===== config.mk =====
export PLATFORM = sky130hd
export DESIGN_NAME = dht11_uart_formatter
export DESIGN_NICKNAME = d
export VERILOG_FILES = /design/src/rtl/dht11_uart_formatter.sv
export SDC_FILE = /design/constraint.sdc
export NUM_CORES = 1
export LEC_CHECK = 0
export ABC_AREA = 1
export BUFFER_PORTS_ARGS = -buffer_cell sky130_fd_sc_hd__buf_2
export CORE_MARGIN = 3
export CORE_UTILIZATION = 40
export DETAILED_ROUTE_END_ITERATION = 12
export GPL_TIMING_DRIVEN = 0
export SLEW_MARGIN = 10
export SYNTH_ARGS = -nofsm -noshare
export SYNTH_HDL_FRONTEND = slang
export SYNTH_SLANG_ARGS = --single-unit

===== constraint.sdc =====
create_clock -name clk -period 4.09 [get_ports clk]
set_input_delay 0.6135 -clock clk [delete_from_list [all_inputs] [get_ports clk]]
set_output_delay 0.6135 -clock clk [all_outputs]
set_load 0.01 [all_outputs]

===== src/rtl/dht11_uart_formatter.sv =====
// DHT11 acquisition sequencer: triggers periodic reads and writes one ASCII line per reading to the TX FIFO.
// Optional macro DHT_FMT_DECIMAL_EN adds one decimal digit per field (17-byte line instead of 13).
module dht11_uart_formatter #(
   parameter int PERIOD_TICKS  = 200000,
   parameter int TIMEOUT_TICKS = 3000
) (
   input  logic        clk,
   input  logic        reset_n,
   input  logic        tick_10us,
   input  logic        enable,
   input  logic        dht_done,
   input  logic        dht_valid,
   input  logic [39:0] dht_data,
   output logic        dht_start,
   output logic [7:0]  fifo_wdata,
   output logic        fifo_push,
   input  logic        fifo_full,
   output logic        busy,
   output logic [7:0]  err_count
);
`ifdef DHT_FMT_DECIMAL_EN
   localparam int LINE_LEN = 17;
`else
   localparam int LINE_LEN = 13;
`endif
   localparam int CNT_MAX = (PERIOD_TICKS > TIMEOUT_TICKS) ? PERIOD_TICKS : TIMEOUT_TICKS;
   localparam int CNT_W   = $clog2(CNT_MAX + 1);
   localparam logic [CNT_W-1:0] PERIOD_LAST  = CNT_W'(PERIOD_TICKS - 1);
   localparam logic [CNT_W-1:0] TIMEOUT_LAST = CNT_W'(TIMEOUT_TICKS - 1);
   localparam logic [4:0]       LAST_IDX     = 5'(LINE_LEN - 1);

   typedef enum logic [2:0] {
      ST_IDLE = 3'd0,
      ST_TRIG = 3'd1,
      ST_WAIT = 3'd2,
      ST_LOAD = 3'd3,
      ST_SEND = 3'd4,
      ST_GAP  = 3'd5
   } state_t;

   state_t           state_r, state_nxt_s;
   logic [CNT_W-1:0] tick_cnt_r;
   logic [4:0]       idx_r;
   logic [7:0]       rh_r, t_r, err_r;
   logic             ok_r;
   logic [7:0]       rh_hi_r, rh_lo_r, t_hi_r, t_lo_r;
   logic             dht_start_r, busy_r;
   logic             done_ok_s, timeout_s, clr_cnt_s, push_s;
   logic [7:0]       char_s;
   logic             unused_s;
`ifdef DHT_FMT_DECIMAL_EN
   logic [7:0]       rh_dec_r, t_dec_r, rh_dp_r, t_dp_r;
   assign unused_s = ^dht_data[7:0];
`else
   assign unused_s = ^{dht_data[31:24], dht_data[15:0]};
`endif

   // Binary byte to two ASCII digits, saturating at "99"
   function automatic logic [15:0] to_ascii2(input logic [7:0] v);
      logic [7:0] sat;
      logic [3:0] tens;
      logic [7:0] ones;
      sat  = (v > 8'd99) ? 8'd99 : v;
      tens = 4'd0;
      for (int i = 1; i <= 9; i++) begin
         if (sat >= 8'(10 * i)) tens = 4'(i);
      end
      ones = sat - ({4'h0, tens} * 8'd10);
      return {8'h30 + {4'h0, tens}, 8'h30 + ones};
   endfunction

   // Decimal byte to one ASCII digit, saturating at '9'
   function automatic logic [7:0] to_ascii1(input logic [7:0] v);
      return (v > 8'd9) ? 8'h39 : (8'h30 + v);
   endfunction

   assign done_ok_s  = dht_done && dht_valid;
   assign push_s     = (state_r == ST_SEND) && !fifo_full;
   assign fifo_push  = push_s;
   assign fifo_wdata = (state_r == ST_SEND) ? char_s : 8'h00;
   assign dht_start  = dht_start_r;
   assign busy       = busy_r;
   assign err_count  = err_r;

   // Next-state logic; a done in the timeout cycle takes priority
   always_comb begin
      state_nxt_s = state_r;
      timeout_s   = 1'b0;
      case (state_r)
         ST_IDLE: begin
            if (enable) state_nxt_s = ST_TRIG;
            else        state_nxt_s = ST_IDLE;
         end
         ST_TRIG: state_nxt_s = ST_WAIT;
         ST_WAIT: begin
            if (done_ok_s) begin
               state_nxt_s = ST_LOAD;
            end else if (tick_10us && (tick_cnt_r >= TIMEOUT_LAST)) begin
               timeout_s   = 1'b1;
               state_nxt_s = ST_LOAD;
            end else begin
               state_nxt_s = ST_WAIT;
            end
         end
         ST_LOAD: state_nxt_s = ST_SEND;
         ST_SEND: begin
            if (push_s && (idx_r == LAST_IDX)) state_nxt_s = ST_GAP;
            else                               state_nxt_s = ST_SEND;
         end
         ST_GAP: begin
            if (!enable)                                           state_nxt_s = ST_IDLE;
            else if (tick_10us && (tick_cnt_r >= PERIOD_LAST))     state_nxt_s = ST_TRIG;
            else                                                   state_nxt_s = ST_GAP;
         end
         default: state_nxt_s = ST_IDLE;
      endcase
      clr_cnt_s = (state_nxt_s != state_r) || ((state_r != ST_WAIT) && (state_r != ST_GAP));
   end

   // Character selection for the current line position
   always_comb begin
      char_s = 8'h00;
      case (idx_r)
`ifdef DHT_FMT_DECIMAL_EN
         5'd0:    char_s = 8'h48;
         5'd1:    char_s = 8'h3D;
         5'd2:    char_s = rh_hi_r;
         5'd3:    char_s = rh_lo_r;
         5'd4:    char_s = 8'h2E;
         5'd5:    char_s = rh_dp_r;
         5'd6:    char_s = 8'h25;
         5'd7:    char_s = 8'h20;
         5'd8:    char_s = 8'h54;
         5'd9:    char_s = 8'h3D;
         5'd10:   char_s = t_hi_r;
         5'd11:   char_s = t_lo_r;
         5'd12:   char_s = 8'h2E;
         5'd13:   char_s = t_dp_r;
         5'd14:   char_s = 8'h43;
         5'd15:   char_s = 8'h0D;
         5'd16:   char_s = 8'h0A;
`else
         5'd0:    char_s = 8'h48;
         5'd1:    char_s = 8'h3D;
         5'd2:    char_s = rh_hi_r;
         5'd3:    char_s = rh_lo_r;
         5'd4:    char_s = 8'h25;
         5'd5:    char_s = 8'h20;
         5'd6:    char_s = 8'h54;
         5'd7:    char_s = 8'h3D;
         5'd8:    char_s = t_hi_r;
         5'd9:    char_s = t_lo_r;
         5'd10:   char_s = 8'h43;
         5'd11:   char_s = 8'h0D;
         5'd12:   char_s = 8'h0A;
`endif
         default: char_s = 8'h00;
      endcase
   end

   // State register with registered start strobe and busy flag
   always_ff @(posedge clk or negedge reset_n) begin
      if (!reset_n) begin
         state_r     <= ST_IDLE;
         dht_start_r <= 1'b0;
         busy_r      <= 1'b0;
      end else begin
         state_r     <= state_nxt_s;
         dht_start_r <= (state_nxt_s == ST_TRIG);
         busy_r      <= (state_nxt_s != ST_IDLE);
      end
   end

   // Tick counter, reading capture, error counter, digit conversion and line index
   always_ff @(posedge clk or negedge reset_n) begin
      if (!reset_n) begin
         tick_cnt_r <= {CNT_W{1'b0}};
         idx_r      <= 5'd0;
         rh_r       <= 8'h00;
         t_r        <= 8'h00;
         ok_r       <= 1'b0;
         err_r      <= 8'h00;
         rh_hi_r    <= 8'h00;
         rh_lo_r    <= 8'h00;
         t_hi_r     <= 8'h00;
         t_lo_r     <= 8'h00;
`ifdef DHT_FMT_DECIMAL_EN
         rh_dec_r   <= 8'h00;
         t_dec_r    <= 8'h00;
         rh_dp_r    <= 8'h00;
         t_dp_r     <= 8'h00;
`endif
      end else begin
         if (clr_cnt_s)      tick_cnt_r <= {CNT_W{1'b0}};
         else if (tick_10us) tick_cnt_r <= tick_cnt_r + {{(CNT_W-1){1'b0}}, 1'b1};

         if ((state_r == ST_WAIT) && done_ok_s) begin
            rh_r <= dht_data[39:32];
            t_r  <= dht_data[23:16];
            ok_r <= 1'b1;
`ifdef DHT_FMT_DECIMAL_EN
            rh_dec_r <= dht_data[31:24];
            t_dec_r  <= dht_data[15:8];
`endif
         end else if (timeout_s) begin
            ok_r <= 1'b0;
            if (err_r != 8'hFF) err_r <= err_r + 8'd1;
         end

         if (state_r == ST_LOAD) begin
            idx_r <= 5'd0;
            if (ok_r) begin
               {rh_hi_r, rh_lo_r} <= to_ascii2(rh_r);
               {t_hi_r, t_lo_r}   <= to_ascii2(t_r);
`ifdef DHT_FMT_DECIMAL_EN
               rh_dp_r <= to_ascii1(rh_dec_r);
               t_dp_r  <= to_ascii1(t_dec_r);
`endif
            end else begin
               {rh_hi_r, rh_lo_r} <= 16'h2D2D;
               {t_hi_r, t_lo_r}   <= 16'h2D2D;
`ifdef DHT_FMT_DECIMAL_EN
               rh_dp_r <= 8'h2D;
               t_dp_r  <= 8'h2D;
`endif
            end
         end else if (push_s) begin
            idx_r <= (idx_r == LAST_IDX) ? 5'd0 : (idx_r + 5'd1);
         end
      end
   end
endmodule


After elaboration in Yosys (flattened, before gate mapping)
Index checks and enable logic that the tools add are counted.
W data, S select, Z words.
Storage, ports and cells
  output and inout bits: 19
  register bits: 85
  input bits: 47
  word-level logic and storage cells: 133
Cells by class
  mux-type cells: 47
  multipliers: 2
  bitwise logic cells: 1
  equality and inequality tests: 22
  reductions and logical operators: 17
  magnitude comparators: 22
  $add $sub $neg: 9
Operators by type and width (count)
  $pmux W8 S12: 1
  $mux W4: 20
  $ge A8 B6 Y1 const B: 6
  $ge A8 B7 Y1 const B: 6
  $mux W8: 5
  $mux W18: 2
  $ge A8 B5 Y1 const B: 4
  $eq A5 B4 Y1 const B: 5
  $eq A5 B3 Y1 const B: 4
  $add A18 B1 Y18 const B: 1
  $ge A18 B12 Y1 const B: 1
  $ge A18 B18 Y1 const B: 1
  $pmux W3 S6: 1
  $add A6 B8 Y8 const A: 2
  $ge A8 B4 Y1 const B: 2
  $gt A8 B7 Y1 const B: 2
  $sub A8 B8 Y8: 2
  $mux W5: 3
  $add A6 B4 Y7 const A: 2
  $mul A4 B3 Y7 const B: 2
  $mux W7: 2
  $mux W1: 11
  $eq A5 B2 Y1 const B: 2
  $add A8 B1 Y8 const B: 1
  20 further kinds: 32

Longest topological paths before layout
  depth in word-level cells: 18
  mapped depth: 26
  mapped depth without buffers: 26

Worst setup path before layout
Ideal clock, no wire load.
  path type: reg-to-reg
  from: register rh_r[3]
  to: register rh_lo_r[7]
  data arrival time: 3.481 ns
  period minus slack after synthesis: 3.613 ns
  required time: 3.958 ns
  library setup time: 0.132 ns
  path slack: 0.477 ns
  cell stages (with the launch flop): 22
  path buffers: 0
  cell sequence: dfrtp_1 > nor2_1 > nand2_1 > nand2_2 > nand2_2 > nor2_2 > nand2_1 > nand2_1 > inv_1 > nor2_1 > ha_1 > ha_1 > fa_1 > ha_1 > inv_1 > ha_1 > a21oi_1 > nor2_1 > nor2_1 > xnor2_1 > xor2_1 > o21ai_1
On the way
  cells in the longest elaborated chain, start to end: 18
  elaborated cells on any way between the ends: 26
  those cells by class: add/sub (2); mul (1); order compare (10); mux (13)
Ends and longest elaborated chain
  start, declared: line 44  | logic [7:0] rh_r, t_r, err_r;
  start signal, assigned: line 198  | rh_r <= dht_data[39:32];
  $gt A8 B7 Y1: line 63  | sat = (v > 8'd99) ? 8'd99 : v;
  $mux W8 (*): line 63
  $ge A8 B4 Y1: line 66  | if (sat >= 8'(10 * i)) tens = 4'(i);
  $mux W1: line 66
  $mux W4 (8 in a row): line 66
  $mux W4: line 212  | if (ok_r) begin
  $mux W4: line 210  | if (state_r == ST_LOAD) begin
  $mul A4 B3 Y7: line 68  | ones = sat - ({4'h0, tens} * 8'd10);
  $sub A8 B8 Y8 (*): line 68
  $add A6 B8 Y8 (*): line 69  | return {8'h30 + {4'h0, tens}, 8'h30 + ones};
  $mux W8 (*): line 212
  end signal, assigned: line 213  | {rh_hi_r, rh_lo_r} <= to_ascii2(rh_r);
  end, declared: line 46  | logic [7:0] rh_hi_r, rh_lo_r, t_hi_r, t_lo_r;
Every way passes the cells marked *; elsewhere a longest branch is shown, timed or not. The select of a mux whose other input is x is not followed.
A chain may end at the register's enable or synchronous reset.

Worst setup path after layout
  from: register rh_r[2]
  to: register rh_lo_r[7]
The elaborated chain is that of the path after synthesis.

==> summary.md <==
| Metric | Value |
|---|---|
| # rows | `41` |
| CTS Hold Bufs | `0` |
| Drt wl/cell | `13.80 um` |
| WL final | `about 13000 um` |
| Reg2Reg Depth | `22` |
| Setup violators final | `0` |
| Worst Path Max Fanout | `5` |
| H-tree depth | `3` |
| Max capacitance violation total | `0` |
| Most frequent cells in the layout | `nand2_1, inv_1, dfrtp_1` |
| Post-layout nets | `864` |
| Clock slew at reported path FFs | `~0.06 ns` |
| Outcome | `complete, no violations` |
| Bufs on Longest Clock Path | `2` |
| Input/output buffers | `40` |
| Period minus WS final | `3.861 ns` |
| ANT nets after route | `0` |
| Number of global-route vias before repair | `4531` |
| Layout cells sized above 1 | `0.1714` |
| Critical Path RT | `roughly 4.3 ns` |
| Worst-skew pair later-pin latency | `0.34 ns` |
| Syn Area/Cell | `approximately 7.5 um^2` |
| Total gr overflow | `0` |
| PwrDens | `around 980 nW/um^2` |
| Sink Count | `approximately 80` |
| Crit Path Class | `reg2reg` |
| VDD IR max | `between 800 and 900 uV` |
| LEAKAGE | `about 3.2 nW` |
| Max incr delay on CP | `roughly 0.45 ns` |
| Root Driver | `clkbuf_16` |
| CTS buffer count | `9` |
| Initial DRT Pass Iterations | `7` |
| Slew Limit Fails | `0` |
| Synth Flop Type | `dfrtp_1` |
| Pre-CTS setup slack | `-0.1132 ns` |
| Worst R2R Setup Slack | `about 0.23 ns` |
| Setup TNS | `0 ns` |
| Hpwl dp | `10070 um` |
| CP max-delay cell | `dfrtp_1` |
| Setup Skew | `around 0.0083 ns` |
| Slew HR | `0.5263` |
| Arr. time, crit path | `4.07 ns` |
| Post-Syn Instances | `around 700` |
| Die area | `roughly 15000 um^2` |
| Total GRT Usage | `0.1825` |
| Final Cycle Share | `0.9440` |
| Syn Std Cell Area | `5384 um^2` |
| Global-route wire length before repair | `21770 um` |
| Setup WS post-layout | `0.2292 ns` |
| Final core utilization | `0.4894` |
| Largest net degree at the start of global routing | `61` |
| Post-synth ARST share | `1.000` |
| Initial Utilization | `0.4181` |
| Post-synthesis sequential area ratio | `0.3672` |
| GP Congestion | `approximately 0.93` |
| Commonest non-fill, non-tap cell in the layout | `nand2_1` |
| Yosys cell types | `between 40 and 50` |
| Via/cell ratio | `a little over 5` |
| Yosys Warn Count | `0` |
| Layout area overhead | `17.03%` |
| F_max | `between 0.2 and 0.3 GHz` |
| CP startpoint kind | `flop` |
| Initial antenna violation count | `0` |
| I/O pin count | `66` |
| # DRC | `0` |
| Synth Register Bits | `a little under 80` |
| Fin. Hold Viols | `0` |
| # fillers | `about 1300` |
| Chip Height | `~120 um` |
| EDFF count, synth | `0` |
| Iteration-0 DRC Markers | `246` |
| Slew @ Worst Pin | `0.6926 ns` |
| Die width | `122.0 um` |
| Hold Crit Class | `in2async` |
| Antenna diode count | `0` |
| CTS tree | `done` |
| Synthesized net count | `around 800` |
| Core area | `~13000 um^2` |
| CP most frequent cell | `ha_1` |
| Crit end category | `flop` |
| Total number of vias | `4824` |
| Critical-path cell list | `nor2_4 -> nand2_2 -> nand2_4 -> nand3_2 -> nand2_1 -> o21ai_2 -> inv_1 -> o21ai_2 -> inv_1 -> nor2_2 -> ha_1 -> ha_1 -> fa_2 -> xor2_1 -> ha_1 -> ha_1 -> inv_1 -> nor2_1 -> nor2_1 -> xnor2_1 -> xor2_1 -> o21ai_1` |
-- state kept, by name, indices dropped and copies added, names as in the netlist, 3 cells and up --
| register | count |
|---|---|
| idx_r | 5 |
| t_lo_r | 8 |
| rh_r | 8 |
| err_count | 8 |
| t_hi_r | 5 |
| tick_cnt_r | 18 |
| state_r | 3 |
| rh_lo_r | 8 |
| rh_hi_r | 5 |
| t_r | 8 |
-- power breakdown --
part           leakage [nW]  internal, mW  switching, mW
Clock                 0.146         0.487          0.317
Sequential            0.987          1.02          0.166
Combinational          2.06          1.73           2.44
Total                  3.19          3.24           2.93
-- Yosys cell counts (12+ instances only) --
library cell / number / share of area
nor3_1: 14 / 0.013
o22ai_1: 12 / 0.014
a21oi_1: 28 / 0.026
o21ai_0: 27 / 0.025
nand4_1: 27 / 0.031
nor2_1: 80 / 0.056
nand3_1: 25 / 0.023
xor2_1: 27 / 0.044
ha_1: 36 / 0.084
nand2_1: 159 / 0.11
dfrtp_1: 79 / 0.37
inv_1: 113 / 0.079
nor2_2: 13 / 0.015
-- cell families (layout without fill, tap and decap cells) --
logic type / count (synthesis) / in the layout / synth area share
simple gates: 340 / 340 / 0.2824
fa+ha+maj: 40 / 40 / 0.09854
xor+xnor: 34 / 34 / 0.05531
flops: 79 / 79 / 0.3672
buf+inv: 130 / 195 / 0.09552
mux: 1 / 1 / 0.002091
compound gates: 93 / 93 / 0.09900
-- worst paths after layout --
check,from,end
setup / recovery,rh_r[2],rh_lo_r[7]
hold / removal,reset_n,tick_cnt_r[3]
setup reg to reg,rh_r[2],rh_lo_r[7]
hold reg to reg,rh_hi_r[5],rh_hi_r[5]
max in group asynchronous,reset_n,rh_r[5]
min in group clk,rh_hi_r[5],rh_hi_r[5]
-- what timing repair did --
action	in CTS	in global routing
buffers inserted	0	8
resized for setup	4	35
pin swaps	0	7
endpoints found under the setup margin	2	4
-- critical path, delay by kind of cell, from the launching register on --
family	cells	cell delay (ns)
buf+inv	3	0.23
simple gates	8	0.67
flops	1	0.45
compound gates	3	0.47
xor+xnor	3	0.49
fa+ha+maj	5	1.41
-- area by class of cell --
cell class / count / area, um^2 / area share
buffer: 15 / 82.58 / 0.01311
clock buffer: 12 / 246.5 / 0.03912
clock inverter: 4 / 45.04 / 0.007149
inverter: 115 / 431.7 / 0.06851
multi-input combinational: 508 / 3009 / 0.4776
sequential: 79 / 1981 / 0.3143
tap: 172 / 215.2 / 0.03415
timing repair buffer: 49 / 290.3 / 0.04607
-- routing by layer --
layer	vias up	track usage	share of wire	wire length [um]
li1	2445	-	-	-
met5	-	0	0	0
met2	111	0.3059	0.49	6400
met1	2253	0.2363	0.46	6044
met4	0	0.05392	0.014	188
met3	15	0.04085	0.041	536
-- metrics by stage --
stage / std cells / area (um^2) / hold slack (ns) / power (mW)
5_1_grt: 954 / 6301 / 0.1591 / 6.877
6_report: 954 / 6301 / 0.1580 / 6.164
3_3_place_gp: 929 / 5799 / 0.4433 / 4.945
4_1_cts: 946 / 6130 / 0.1579 / 5.891
2_1_floorplan: 717 / 5384 / 0.3179 / 4.177
3_5_place_dp: 930 / 5829 / 0.4383 / 5.049
(Power assumes the default switching activity.)
